[config.mk]
export PLATFORM = sky130hd
export DESIGN_NAME = cache_line_fill
export DESIGN_NICKNAME = d
export VERILOG_FILES = /design/src/rtl/cache_line_fill.sv
export SDC_FILE = /design/constraint.sdc
export NUM_CORES = 1
export LEC_CHECK = 0
export BUFFER_PORTS_ARGS = -buffer_cell sky130_fd_sc_hd__buf_2
export CAP_MARGIN = 20
export CORE_AREA = 4 4 242 244
export CTS_CLUSTER_SIZE = 8
export DETAILED_ROUTE_END_ITERATION = 12
export DIE_AREA = 0 0 246 248
export SLEW_MARGIN = 0
export SYNTH_ARGS = -nofsm -noshare
export SYNTH_HDL_FRONTEND = slang
export SYNTH_SLANG_ARGS = --single-unit
[constraint.sdc]
create_clock -name clk -period 4.9 [get_ports clk]
set_clock_uncertainty 0.05 [all_clocks]
set_input_delay 0.245 -clock clk [delete_from_list [all_inputs] [get_ports clk]]
set_output_delay 0.245 -clock clk [all_outputs]
set_load 0.1 [all_outputs]
[src/rtl/cache_line_fill.sv]
`default_nettype none
// ============================================================================
//  Module   : cache_line_fill
//  Purpose  : Cache line fill engine. On a miss, issues one line request to
//             memory, then captures a 16-beat critical-word-first wrapping
//             burst into a 16-word line register that feeds the cache's
//             16-to-1 word-select mux.
//  Ports    : clk, rst_n          - clock, async active-low reset
//             fill_req/fill_addr  - miss request and missing byte address
//             fill_busy           - engine not idle
//             mem_req/mem_addr    - line request (held until mem_ack)
//             mem_ack             - memory accepted the request
//             mem_valid/mem_data  - burst data beat
//             line_data           - captured line, word i at [32i+31:32i]
//             word_sel            - latched critical word offset
//             crit_valid          - pulse: critical word captured
//             line_valid          - pulse: whole line captured
//  Revision : 1.0 - initial release
// ============================================================================
module cache_line_fill #(
    parameter int WORD_W = 32,
    localparam int LINE_WORDS = 16
) (
    input  logic                         clk,
    input  logic                         rst_n,
    input  logic                         fill_req,
    input  logic [WORD_W-1:0]            fill_addr,
    output logic                         fill_busy,
    output logic                         mem_req,
    output logic [WORD_W-1:0]            mem_addr,
    input  logic                         mem_ack,
    input  logic                         mem_valid,
    input  logic [WORD_W-1:0]            mem_data,
    output logic [LINE_WORDS*WORD_W-1:0] line_data,
    output logic [3:0]                   word_sel,
    output logic                         crit_valid,
    output logic                         line_valid
);

    localparam logic [1:0] c_IDLE = 2'd0;
    localparam logic [1:0] c_REQ  = 2'd1;
    localparam logic [1:0] c_FILL = 2'd2;
    localparam logic [1:0] c_DONE = 2'd3;

    logic [1:0]        r_state;
    logic [1:0]        w_state_nxt;
    logic [3:0]        r_beat_cnt;
    logic [3:0]        r_word_sel;
    logic [3:0]        w_wr_idx;
    logic [WORD_W-1:0] r_mem_addr;
    logic [WORD_W-1:0] r_line [LINE_WORDS];
    logic              r_crit_valid;
    logic              w_beat;
    logic              w_unused_addr;

    // Byte-within-word bits play no part in a line fill.
    assign w_unused_addr = ^fill_addr[1:0];

    // A beat is only accepted in FILL; beats in REQ/IDLE/DONE are dropped.
    assign w_beat   = (r_state == c_FILL) && mem_valid;
    // Critical-word-first wrap: 4-bit add rolls over naturally.
    assign w_wr_idx = r_word_sel + r_beat_cnt;

    always_ff @(posedge clk or negedge rst_n) begin
        if (!rst_n) begin
            r_state <= c_IDLE;
        end else begin
            r_state <= w_state_nxt;
        end
    end

    always_comb begin
        w_state_nxt = r_state;
        case (r_state)
            c_IDLE: if (fill_req) w_state_nxt = c_REQ;
            c_REQ:  if (mem_ack)  w_state_nxt = c_FILL;
            c_FILL: if (w_beat && (r_beat_cnt == 4'd15)) w_state_nxt = c_DONE;
            c_DONE: w_state_nxt = c_IDLE;
            default: w_state_nxt = c_IDLE;
        endcase
    end

    always_ff @(posedge clk or negedge rst_n) begin
        if (!rst_n) begin
            r_beat_cnt   <= 4'd0;
            r_word_sel   <= 4'd0;
            r_mem_addr   <= '0;
            r_crit_valid <= 1'b0;
            for (int i = 0; i < LINE_WORDS; i++) begin
                r_line[i] <= '0;
            end
        end else begin
            // First beat of the burst is always the critical word.
            r_crit_valid <= w_beat && (r_beat_cnt == 4'd0);
            if ((r_state == c_IDLE) && fill_req) begin
                r_word_sel <= fill_addr[5:2];
                r_mem_addr <= {fill_addr[WORD_W-1:6], 6'b0};
                r_beat_cnt <= 4'd0;
            end
            if (w_beat) begin
                r_line[w_wr_idx] <= mem_data;
                r_beat_cnt       <= r_beat_cnt + 4'd1;
            end
        end
    end

    for (genvar gi = 0; gi < LINE_WORDS; gi++) begin : g_line
        assign line_data[gi*WORD_W +: WORD_W] = r_line[gi];
    end

    assign fill_busy  = (r_state != c_IDLE);
    assign mem_req    = (r_state == c_REQ);
    assign line_valid = (r_state == c_DONE);
    assign crit_valid = r_crit_valid;
    assign word_sel   = r_word_sel;
    assign mem_addr   = r_mem_addr;

endmodule
`default_nettype wire

Yosys cells after proc, flatten, opt, wreduce, memory -nomap -nowiden --
Index checks and enable logic that the tools add are counted.
Cells by class: bitwise gates (word level) 1, multiplexer cells 9, magnitude comparators 2, equality and inequality tests 7, reductions and logical operators 10, $add $sub $neg 2
Operators by type and width (count):
- $bwmux W512 | 1
- $demux W32 S4 | 1
- $mux W32 | 1
- $mux W4 | 2
- $pmux W2 S4 | 1
- $mux W2 | 3
- $ge A5 B5 Y1 const B | 1
- $logic_and A1 B1 Y1 | 5
- $lt A5 B1 Y1 const B | 1
- $not A4 Y5 | 1
- $add A4 B1 Y4 const B | 1
- $add A4 B4 Y4 | 1
- $eq A2 B2 Y1 const B | 2
- $eq A4 B4 Y1 const B | 1
- $logic_not A4 Y1 | 1
- $ne A2 B1 Y1 const B | 2
- $reduce_bool A2 Y1 | 2
- $reduce_and A3 Y1 | 1
- $eq A2 B1 Y1 const B | 1
- $logic_not A2 Y1 | 1
- $ne A2 B2 Y1 const B | 1
Word-level totals: output and inout bits 552, register bits 549, input bits 69, word-level logic and storage cells 52

Longest topological paths before layout --
depth after elaboration 7, mapped depth 8, depth with buffers taken out 6

Worst setup path before layout --
Ideal clock, no wire load.
kind register -> register, start point reg r_word_sel[0] (netlist: word_sel[0]), end point reg r_line, in the netlist line_data[161], data arrival time 2986 ps, slack 1738 ps, clock period less this slack 3162 ps, cell stages (with the launch flop) 8, buffers on the path 1, setup time 125 ps, required time 4725 ps, path through dfrtp_1 ha_1 fa_1 and3b_1 nand3_1 nor3_2 buf_2 mux2_2
Between the ends: word-level cells in the longest chain between the ends 7, elaborated cells on any way between the ends 8, classes of those cells 1 x add/sub; 2 x order compare; 3 x mux; 1 x bitwise; 1 x reduce/logical
Ends and longest elaborated chain:
- start: declaration | RTL line 48 | logic [3:0] r_word_sel;
- start signal: assignment | RTL line 96 | r_word_sel <= fill_addr[5:2];
- $add A4 B4 Y4 (*) | RTL line 62 | assign w_wr_idx = r_word_sel + r_beat_cnt;
- $not A4 Y5 (implied by the code) (*) | RTL line 101 | r_line[w_wr_idx] <= mem_data;
- $ge A5 B5 Y1 (implied by the code) or $lt A5 B1 Y1 (tied branches) | RTL line 101
- $logic_and A1 B1 Y1 (implied by the code) | RTL line 101
- $mux W32 (implied by the code) | RTL line 101
- $demux W32 S4 (*) | RTL line 101
- $bwmux W512 (*) | RTL line 101
- end signal: indexed assignment | RTL line 101
- end: declaration | RTL line 51 | logic [WORD_W-1:0] r_line [LINE_WORDS];
Every way passes the cells marked *; elsewhere a longest branch is shown, timed or not. A chain may end at the register's enable or synchronous reset.

Final worst setup path --
start point reg r_beat_cnt[0], end point reg r_line, in the netlist line_data[245]
Between the ends: word-level cells in the longest chain between the ends 7, elaborated cells on any way between the ends 8, classes of those cells 1 x add/sub; 2 x order compare; 3 x mux; 1 x bitwise; 1 x reduce/logical
Ends and longest elaborated chain:
- start: declaration | RTL line 47 | logic [3:0] r_beat_cnt;
- start signal: assignment | RTL line 102 | r_beat_cnt <= r_beat_cnt + 4'd1;
- $add A4 B4 Y4 (*) | RTL line 62
- $not A4 Y5 (implied by the code) (*) | RTL line 101
- $ge A5 B5 Y1 (implied by the code) or $lt A5 B1 Y1 (tied branches) | RTL line 101
- $logic_and A1 B1 Y1 (implied by the code) | RTL line 101
- $mux W32 (implied by the code) | RTL line 101
- $demux W32 S4 (*) | RTL line 101
- $bwmux W512 (*) | RTL line 101
Marked as above.

==> flow_summary.toml <==
[run_status]
status = "finished, final reports clean"

[synthesis]
syn_area_sq_mm = 0.0217
synth_seq_cells = 549
synth-main-ff-cell = "dfrtp_1"
yosysTopAreaCellShare_pct = 63.4
yosys-top-cells-area = "dfrtp_1 (63%), mux2_2 (20%), mux2_4 (8.3%)"
synth_cell_types = 39
synth.most_common_cell = "dfrtp_1"
synth_top_area_cell = "dfrtp_1"
synthTopCellsByCount = "dfrtp_1 (549), mux2_2 (393), mux2_4 (120)"
syn-mean-instance-area_sq_um = 17.2
synth-seq-area-share_pct = 63.4
synth-async-reset-ratio_pct = 100
synth-edff-count = 0
synth.yosys.warnings = 0
synth_cells = 1257

[worst_setup_path]
r2r_cells = 7
cp_max_fo = 22
start_kind = "register"
worst_path_max_delay_cell = "fa_1"
critPathBufInv = 1
cp.arrival_ns = 3.81
worstSetupPathType = "register to register"
crit_path_end_kind = "register"
cp.depth = 7
crit_path_cell_trace = "ha_1 -> fa_1 -> and3_1 -> nand3_1 -> nor3_4 -> buf_4 -> mux2_2"
slowest_delay_ns = 0.54
crit_family = "simple AND/OR/NAND/NOR gates"
critPathRequiredTime_ns = 5.33

[routing]
routed_via_density = 4.92
drtAntennaViolNets = 0
route.vias.total = 13200
first_pass_iters = 4
routed_wl_mm = 64.8
drc = 0
drt_iter0_drc = 501
wl_per_cell_microns = 24.1

[cts]
cts_root_buf = "clkbuf_16"
cts_hold_buf = 33
post_cts_buffers = 0
cts_tree = "yes"
cts_made_buffers = 78
clock_latency_ns = 0.61
clock_path_buffers = 3
cts_num_sinks = 549
cts_resized = 0
htree_levels = 3
clk_pin_slew_ns = 0.05

[sta]
relSlewSlack_pct = 26.3
tns_ns = 0
finalHoldViolCount = 0
finalSetupViolCount = 0
final_max_slew_viol_count = 0
rsz0062_at_grt = "no"
fmax_ghz = 0.296
hold_ws_ns = 0.0728
finalCritPeriodShare_pct = 69.0
period_needed_ns = 3.38
worst_slew_pin_slew_ns = 1.10

[placed_design]
post-dp-hpwl_mm = 45.2
port_buffers = 612
dp_cells = 2565
place_congestion = 0.791

[min_path]
whs_path_depth = 4
worstHoldPathType = "primary input to register"

[layout]
area_growth_pct = 28.3
layout-drive-gt1-share_pct = 65.2
final_util_pct = 49.4
register_area_sq_mm = 0.0137
stdcell_count = 2686
multiInputGateArea_sq_mm = 0.00727
nets = 2002
n_antenna_cell = 0
nFillCells = 4949

[die]
die_area_sq_mm = 0.0610
num_rows = 87
num_io_pins = 621
die_w_microns = 246
die_h_microns = 248
start_util_pct = 38.5
core_area_sq_mm = 0.0563

[run]
cap_violations = 0

[global_routing]
grt_pass1_vias = 14200
grtUsageTotal_pct = 20.8
antenna_found_initial = 1
grt_max_degree = 124
grt_pass1_wl_mm = 95.4
grt_overflow = 0
-- tightest hold or removal path: cells and delay by family --
kind	cells	cell delay, ns
compound gates	2	0.29
buf+inv	2	0.16
-- per-stage QoR --
stage	instance area (sq um)	setup WS, ns
6_report	27800	1.52
3_3_place_gp	25300	1.41
3_5_place_dp	25300	1.32
4_1_cts	27800	1.31
2_1_floorplan	21700	1.74
5_1_grt	27800	1.35
-- sequential cells by signal (all words and copies together), names as in the netlist --
| register | cells |
|---|---|
| crit_valid | 1 |
| r_beat_cnt | 4 |
| line_data | 512 |
| word_sel | 4 |
| mem_addr | 26 |
| r_state | 2 |
-- kinds of logic (layout without fill, tap and decap cells) --
family                     after synthesis  after routing  synth area share, %
AOI/OAI and AO/OA                       20             20                 1.13
xor gates and xnor gates                 3              3                0.156
adders and majority gates               10             10                0.612
buffers and inverters                   99            767                 3.16
DFF                                    549            549                 63.4
muxes                                  542            542                 30.3
other                                    1              6               0.0173
and+or+nand+nor                         33             33                 1.25
-- routing by layer --
metal  vias up  global-route usage [%]  wire [microns]
met1      6910                    25.4           25800
met3       116                    6.89            4860
met5         -                       0               0
met4         0                    7.39            2150
li1       5730                       -               -
met2       465                    34.8           32000
-- path summary, 6_finish.rpt --
path,slack [ns],end,start
worst max-delay path,1.52,line_data[245]$_DFFE_PN0P_,r_beat_cnt[0]$_DFFE_PN0P_
worst min-delay path,0.07,r_state[0]$_DFFE_PN0P_,fill_req
worst max register to register,1.52,line_data[245]$_DFFE_PN0P_,r_beat_cnt[0]$_DFFE_PN0P_
worst min register to register,0.43,line_data[509]$_DFFE_PN0P_,line_data[509]$_DFFE_PN0P_
max in group asynchronous,3.27,line_data[204]$_DFFE_PN0P_,rst_n
min in group asynchronous,0.27,mem_addr[26]$_DFFE_PN0P_,rst_n
-- placed cells by master (no fill, tap or decap), types with 2 or more instances in the layout --
| master | count |
|---|---|
| nor3_4 | 4 |
| mux2_4 | 120 |
| ha_1 | 9 |
| buf_12 | 5 |
| nor4_4 | 4 |
| mux2_1 | 29 |
| inv_1 | 7 |
| clkbuf_16 | 78 |
| conb_1 | 6 |
| nor2_1 | 3 |
| nand3_1 | 8 |
| and3_1 | 2 |
| buf_2 | 611 |
| dfrtp_1 | 549 |
| o21bai_4 | 4 |
| dlygate4sd3_1 | 33 |
| nand2_1 | 4 |
| o21ai_0 | 7 |
| mux2_2 | 393 |
| inv_16 | 5 |
| nand2b_1 | 2 |
| buf_4 | 22 |
| o211ai_4 | 4 |
-- final cells by class --
cell class,count,area share [%]
clock buffer,80,7.09
inverter,7,0.0946
clock inverter,7,0.500
tap,756,3.40
sequential,549,49.4
timing repair buffer,673,13.3
multi-input combinational,614,26.2
Power is not shown: default switching activity piles up to over one toggle a cycle in this logic, so the estimate is an artifact.
